===== config.mk =====
export PLATFORM = sky130hd
export DESIGN_NAME = dadda_unsigned_divider_seq_flat
export DESIGN_NICKNAME = d
export VERILOG_FILES = /design/src/rtl/dadda_unsigned_divider_seq_if.sv /design/src/rtl/dadda_unsigned_divider_seq.sv /design/src/flat_wrapper.sv
export SDC_FILE = /design/constraint.sdc
export NUM_CORES = 1
export LEC_CHECK = 0
export CAP_MARGIN = 20
export CORE_UTILIZATION = 45
export CTS_CLUSTER_SIZE = 24
export DETAILED_ROUTE_END_ITERATION = 10
export GPL_ROUTABILITY_DRIVEN = 1
export PLACE_DENSITY = 0.69
export SKIP_LAST_GASP = 1
export SYNTH_ARGS = -nofsm -noshare
export SYNTH_HDL_FRONTEND = slang
export SYNTH_SLANG_ARGS = --single-unit

===== constraint.sdc =====
create_clock -name clk -period 3.35 [get_ports clk]
set_clock_uncertainty 0.1 [all_clocks]
set_input_delay 0.335 -clock clk [delete_from_list [all_inputs] [get_ports clk]]
set_output_delay 0.335 -clock clk [all_outputs]
set_load 0.01 [all_outputs]

===== src/rtl/dadda_unsigned_divider_seq_if.sv =====
// Handshake bundle for the sequential unsigned divider: operand input
// channel (valid/ready) and result output channel (valid/ready).
interface dadda_unsigned_divider_seq_if #(
  parameter int unsigned WIDTH = 4
);

  logic                 in_valid;
  logic                 in_ready;
  logic [2*WIDTH-1:0]   dividend;
  logic [WIDTH-1:0]     divisor;
  logic                 out_valid;
  logic                 out_ready;
  logic [WIDTH-1:0]     quotient;
  logic [WIDTH-1:0]     remainder;
  logic                 overflow;
  logic                 div_by_zero;

  // Side that issues operands and consumes results
  modport master (
    output in_valid,
    output dividend,
    output divisor,
    output out_ready,
    input  in_ready,
    input  out_valid,
    input  quotient,
    input  remainder,
    input  overflow,
    input  div_by_zero
  );

  // Divider side
  modport slave (
    input  in_valid,
    input  dividend,
    input  divisor,
    input  out_ready,
    output in_ready,
    output out_valid,
    output quotient,
    output remainder,
    output overflow,
    output div_by_zero
  );

endinterface


===== src/rtl/dadda_unsigned_divider_seq.sv =====
// Iterative unsigned restoring divider: 2*WIDTH-bit dividend by WIDTH-bit
// divisor, one quotient bit per clock, valid/ready on input and output.
// Overflow (quotient wider than WIDTH, including divide by zero) is detected
// at accept and reported with all-ones quotient and the dividend low half as
// remainder.
module dadda_unsigned_divider_seq #(
  parameter int unsigned WIDTH = 4
) (
  input  logic clk,
  input  logic reset,
  dadda_unsigned_divider_seq_if.slave bus
);

  localparam int unsigned CW = $clog2(WIDTH) + 1;

  typedef enum logic [1:0] {
    IDLE = 2'd0,
    BUSY = 2'd1,
    DONE = 2'd2
  } state_t;

  state_t           state;
  logic             in_ready_r;
  logic             out_valid_r;

  // Working registers. The partial remainder is kept WIDTH bits wide: it is
  // always below the divisor between steps, so only the shifted value needs
  // the extra bit.
  logic [WIDTH-1:0] rem_r;
  logic [WIDTH-1:0] quo_r;
  logic [WIDTH-1:0] div_r;
  logic [CW-1:0]    step;
  logic             ovf_pend;
  logic             dz_pend;

  // Result registers, held until the next completed operation or reset
  logic [WIDTH-1:0] quotient_r;
  logic [WIDTH-1:0] remainder_r;
  logic             overflow_r;
  logic             div_by_zero_r;

  // Accept-time decode of the operands
  logic             accept;
  logic [WIDTH-1:0] in_hi;
  logic [WIDTH-1:0] in_lo;
  logic             in_dz;
  logic             in_ovf;

  // One restoring step
  logic [WIDTH:0]   shifted;
  logic             ge;
  logic [WIDTH-1:0] rem_next;
  logic [WIDTH-1:0] quo_next;
  logic             last_step;

  // Operand decode and overflow detection, qualified by the accept handshake
  always_comb begin
    accept = bus.in_valid && in_ready_r;
    in_hi  = bus.dividend[2*WIDTH-1:WIDTH];
    in_lo  = bus.dividend[WIDTH-1:0];
    in_dz  = (bus.divisor == '0);
    in_ovf = in_dz || (in_hi >= bus.divisor);
  end

  // Shift {R,Q} left, trial-subtract divisor, set quotient LSB on success
  always_comb begin
    shifted   = {rem_r, quo_r[WIDTH-1]};
    ge        = (shifted >= {1'b0, div_r});
    rem_next  = ge ? WIDTH'(shifted - {1'b0, div_r}) : shifted[WIDTH-1:0];
    quo_next  = {quo_r[WIDTH-2:0], ge};
    last_step = (step == CW'(WIDTH - 1));
  end

  // Control FSM with registered handshake flags and result registers
  always_ff @(posedge clk) begin
    if (reset) begin
      state         <= IDLE;
      in_ready_r    <= 1'b1;
      out_valid_r   <= 1'b0;
      rem_r         <= '0;
      quo_r         <= '0;
      div_r         <= '0;
      step          <= '0;
      ovf_pend      <= 1'b0;
      dz_pend       <= 1'b0;
      quotient_r    <= '0;
      remainder_r   <= '0;
      overflow_r    <= 1'b0;
      div_by_zero_r <= 1'b0;
    end else begin
      case (state)
        IDLE: begin
          if (accept) begin
            state      <= BUSY;
            in_ready_r <= 1'b0;
            div_r      <= bus.divisor;
            step       <= '0;
            ovf_pend   <= in_ovf;
            dz_pend    <= in_dz;
            if (in_ovf) begin
              rem_r <= in_lo;
              quo_r <= '1;
            end else begin
              rem_r <= in_hi;
              quo_r <= in_lo;
            end
          end
        end

        // Overflow results pass through BUSY for one cycle so they appear
        // one edge after accept, giving the three-cycle issue interval.
        BUSY: begin
          if (ovf_pend) begin
            state         <= DONE;
            out_valid_r   <= 1'b1;
            quotient_r    <= quo_r;
            remainder_r   <= rem_r;
            overflow_r    <= 1'b1;
            div_by_zero_r <= dz_pend;
          end else begin
            rem_r <= rem_next;
            quo_r <= quo_next;
            step  <= step + CW'(1);
            if (last_step) begin
              state         <= DONE;
              out_valid_r   <= 1'b1;
              quotient_r    <= quo_next;
              remainder_r   <= rem_next;
              overflow_r    <= 1'b0;
              div_by_zero_r <= 1'b0;
            end
          end
        end

        DONE: begin
          if (bus.out_ready) begin
            state       <= IDLE;
            out_valid_r <= 1'b0;
            in_ready_r  <= 1'b1;
          end
        end

        default: begin
          state       <= IDLE;
          out_valid_r <= 1'b0;
          in_ready_r  <= 1'b1;
        end
      endcase
    end
  end

  assign bus.in_ready    = in_ready_r;
  assign bus.out_valid   = out_valid_r;
  assign bus.quotient    = quotient_r;
  assign bus.remainder   = remainder_r;
  assign bus.overflow    = overflow_r;
  assign bus.div_by_zero = div_by_zero_r;

endmodule

===== src/flat_wrapper.sv =====
// flat-port wrapper written by rule: the top's interface ports become plain ports
module dadda_unsigned_divider_seq_flat 
#(
  parameter int unsigned WIDTH = 4
)
  (clk, reset, bus_in_valid, bus_dividend, bus_divisor, bus_out_ready, bus_in_ready, bus_out_valid, bus_quotient, bus_remainder, bus_overflow, bus_div_by_zero);
  dadda_unsigned_divider_seq_if #(.WIDTH(WIDTH)) bus_i ();
  input  logic clk;
  input  logic reset;
  input wire logic [$bits(bus_i.in_valid)-1:0] bus_in_valid;
  input wire logic [$bits(bus_i.dividend)-1:0] bus_dividend;
  input wire logic [$bits(bus_i.divisor)-1:0] bus_divisor;
  input wire logic [$bits(bus_i.out_ready)-1:0] bus_out_ready;
  output wire logic [$bits(bus_i.in_ready)-1:0] bus_in_ready;
  output wire logic [$bits(bus_i.out_valid)-1:0] bus_out_valid;
  output wire logic [$bits(bus_i.quotient)-1:0] bus_quotient;
  output wire logic [$bits(bus_i.remainder)-1:0] bus_remainder;
  output wire logic [$bits(bus_i.overflow)-1:0] bus_overflow;
  output wire logic [$bits(bus_i.div_by_zero)-1:0] bus_div_by_zero;
  assign bus_i.in_valid = bus_in_valid;
  assign bus_i.dividend = bus_dividend;
  assign bus_i.divisor = bus_divisor;
  assign bus_i.out_ready = bus_out_ready;
  assign bus_in_ready = bus_i.in_ready;
  assign bus_out_valid = bus_i.out_valid;
  assign bus_quotient = bus_i.quotient;
  assign bus_remainder = bus_i.remainder;
  assign bus_overflow = bus_i.overflow;
  assign bus_div_by_zero = bus_i.div_by_zero;
  dadda_unsigned_divider_seq #(.WIDTH(WIDTH)) u_core (.clk(clk), .reset(reset), .bus(bus_i));
endmodule

==> reports/results.tsv <==
metric	value	unit
path_clk_slew	0.06	ns
async_flop_share	0	%
port_buffers	27	
worst_setup_path_end_kind	flip-flop	
clock-sinks	31	
drive_gt1_share	7.33	%
cts_resized	0	
arrival	2.38	ns
critPathMaxStageDelay	0.50	ns
max-vdd-ir-drop	231	uV
yosysSeqAreaShare	35.1	%
startpoint_type	primary input	
outcome	completed	
cts_buffers	5	
synth_top_area_cell	dfxtp_1	
wl_met1	1.99	mm
fillers	349	
synthMostInstantiatedCell	dfxtp_1	
ctsLongestPathBuffers	2	
synth_edf_count	0	
period_share	69.2	%
antenna_found_initial	0	
power.total	1.13	mW
netlist_area	1770	um2
yosysWarningCount	0	
dr.pass1.iters	4	
die_x	64.7	um
post-route-drc-count	0	
cts_setup_buffers	0	
setup_violations	0	
initial_core_util	47.6	%
yosys-top-cells-area	dfxtp_1 (35%), ha_1 (7.1%), a21oi_1 (6.5%), mux2i_1 (5.7%), nor2_1 (4.2%)	
place_congestion	0.883	
grt_max_degree	35	
powerDensity	527	nW/um2
grt_pass1_vias	1377	
fin_util	57.5	%
grt_pass1_wl	6.49	mm
htreeDepth	2	
synthTopCellsByCount	dfxtp_1 (31), a21oi_1 (23), nor2_1 (20), nand2_1 (14), inv_1 (13)	
synthCells	207	
synth_fp_nets	234	
cp_cell_sequence	clkdlybuf4s50_1 -> inv_1 -> ha_1 -> or3b_1 -> a211oi_4 -> mux2i_1 -> o221ai_1	
cts_tree	yes	
clockRootBuffer	clkbuf_8	
hpwl	2.79	mm
period_needed	2.32	ns
tightestPinTransition	0.795	ns
top_layer	met4	
wl_met3	123	um
required	3.41	ns
clock_latency	0.29	ns
coreArea	3720	um2
grt_remaining_overflow	0	
fmax	431	MHz
num_vias	1532	
hold_class	flip-flop to flip-flop	
vias_per_cell	5.47	
synth-seq-cells	31	
yosysUniqueCellTypes	47	
routed_wl	3.86	mm
multi_input_area	1040	um2
crit_type	primary input to flip-flop	
ant_nets	0	
dieArea	4180	um2
rows	22	
syn_area_per_cell	8.54	um2
slew_headroom	46.6	%
drt_iter0_markers	72	
p_leak	0.821	nW
rsz0062_at_grt	no	
track_usage	20.4	%
maxSlewViolCount	0	
synth.top_cell.area_share	35.1	%
wl_per_cell	13.8	um
cap_viol_max_count	0	
cts-hold-fix-buffers	0	
nets	259	
synth_top_flop_cell	dfxtp_1	
die_h	64.7	um
slowest_stage	clkdlybuf4s50_1	
io_pins	28	
fin_setup_tns	0	ns
antennaDiodeCount	0	
hold_violations	0	
area.sequential	621	um2
syn_to_final_growth	20.9	%
met2_length	1.65	mm
worstPathMaxFanout	6	
[critical path: cells and delay by family]
kind | cells | cell delay (ns)
adder cells (fa/ha/maj) | 1 | 0.26
multiplexers | 1 | 0.28
buffers and inverters | 2 | 0.55
AO/OA/AOI/OAI | 2 | 0.56
AND/OR/NAND/NOR | 1 | 0.39
[cells by family (layout without fill, tap and decap cells)]
kind of cell             Yosys count  in the layout  share of synthesized area, %
AO/OA/AOI/OAI                     61             61                          23.1
XOR/XNOR                           1              1                         0.495
adder cells (fa/ha/maj)           11             11                          8.21
buffers and inverters             23             48                          5.94
flip-flops                        31             31                          35.1
multiplexers                      10             10                          5.66
AND/OR/NAND/NOR                   70             70                          21.5
[cells in the final DEF (no fill, tap or decap), types with 2 or more instances in the layout]
cell type        count
clkbuf_8             6
or3_1                4
mux2i_1             10
nor2_2               2
clkdlybuf4s50_1     27
nand3b_1             4
ha_1                10
a21oi_1             23
o21ai_0              3
nand2_1             14
nor3_1               7
nor2_1              20
o221ai_1             5
nor2b_1              5
dfxtp_1             31
inv_1               13
a21o_1               2
a211o_1              2
a211oi_1             9
o21a_1               2
o21ai_1              7
[final cells by class]
class	count	share of cell area, %
inverter	13	2.28
sequential	31	29.0
clock inverter	1	0.234
tap	48	2.81
timing repair buffer	28	13.0
multi-input combinational	153	48.8
clock buffer	6	3.86
[power by group]
| part | switching [mW] | internal, mW |
|---|---|---|
| logic | 0.207 | 0.170 |
| clock network | 0.139 | 0.161 |
| registers | 0.0455 | 0.404 |
| total | 0.391 | 0.735 |
[routing by layer]
layer,vias up,track usage (%)
met5,-,0
met4,0,9.72
met3,10,4.23
met2,31,30.0
met1,700,28.3
li1,791,-
[state kept, by name (all words and copies together) (netlist names), 2 cells and up]
| signal | flops |
|---|---|
| u_core.div_r | 4 |
| u_core.step | 3 |
| u_core.state | 2 |
| u_core.bus.remainder | 4 |
| u_core.quo_r | 4 |
| u_core.rem_r | 4 |
| u_core.bus.quotient | 4 |
[final timing paths]
path                        start                       to  slack, ns  cells after the start
hold reg to reg    u_core.step[1]           u_core.step[1]       0.37                      2
setup reg to reg  u_core.state[0]  u_core.bus.remainder[3]       1.20                      5
setup / recovery  bus_dividend[4]          u_core.rem_r[1]       1.03                      7
hold / removal     u_core.step[1]           u_core.step[1]       0.37                      2
[stage by stage]
stage	hold WS [ns]	setup WS, ns	cell area [um2]	cells
final	0.366	1.03	2140	280
after global routing	0.382	0.939	2140	280
after CTS	0.364	1.04	2140	280
after detailed placement	0.354	0.744	2050	273
after global placement	0.346	0.788	2050	273
after floorplan	0.336	1.39	1770	207
Power figures use the tool's default switching activity.
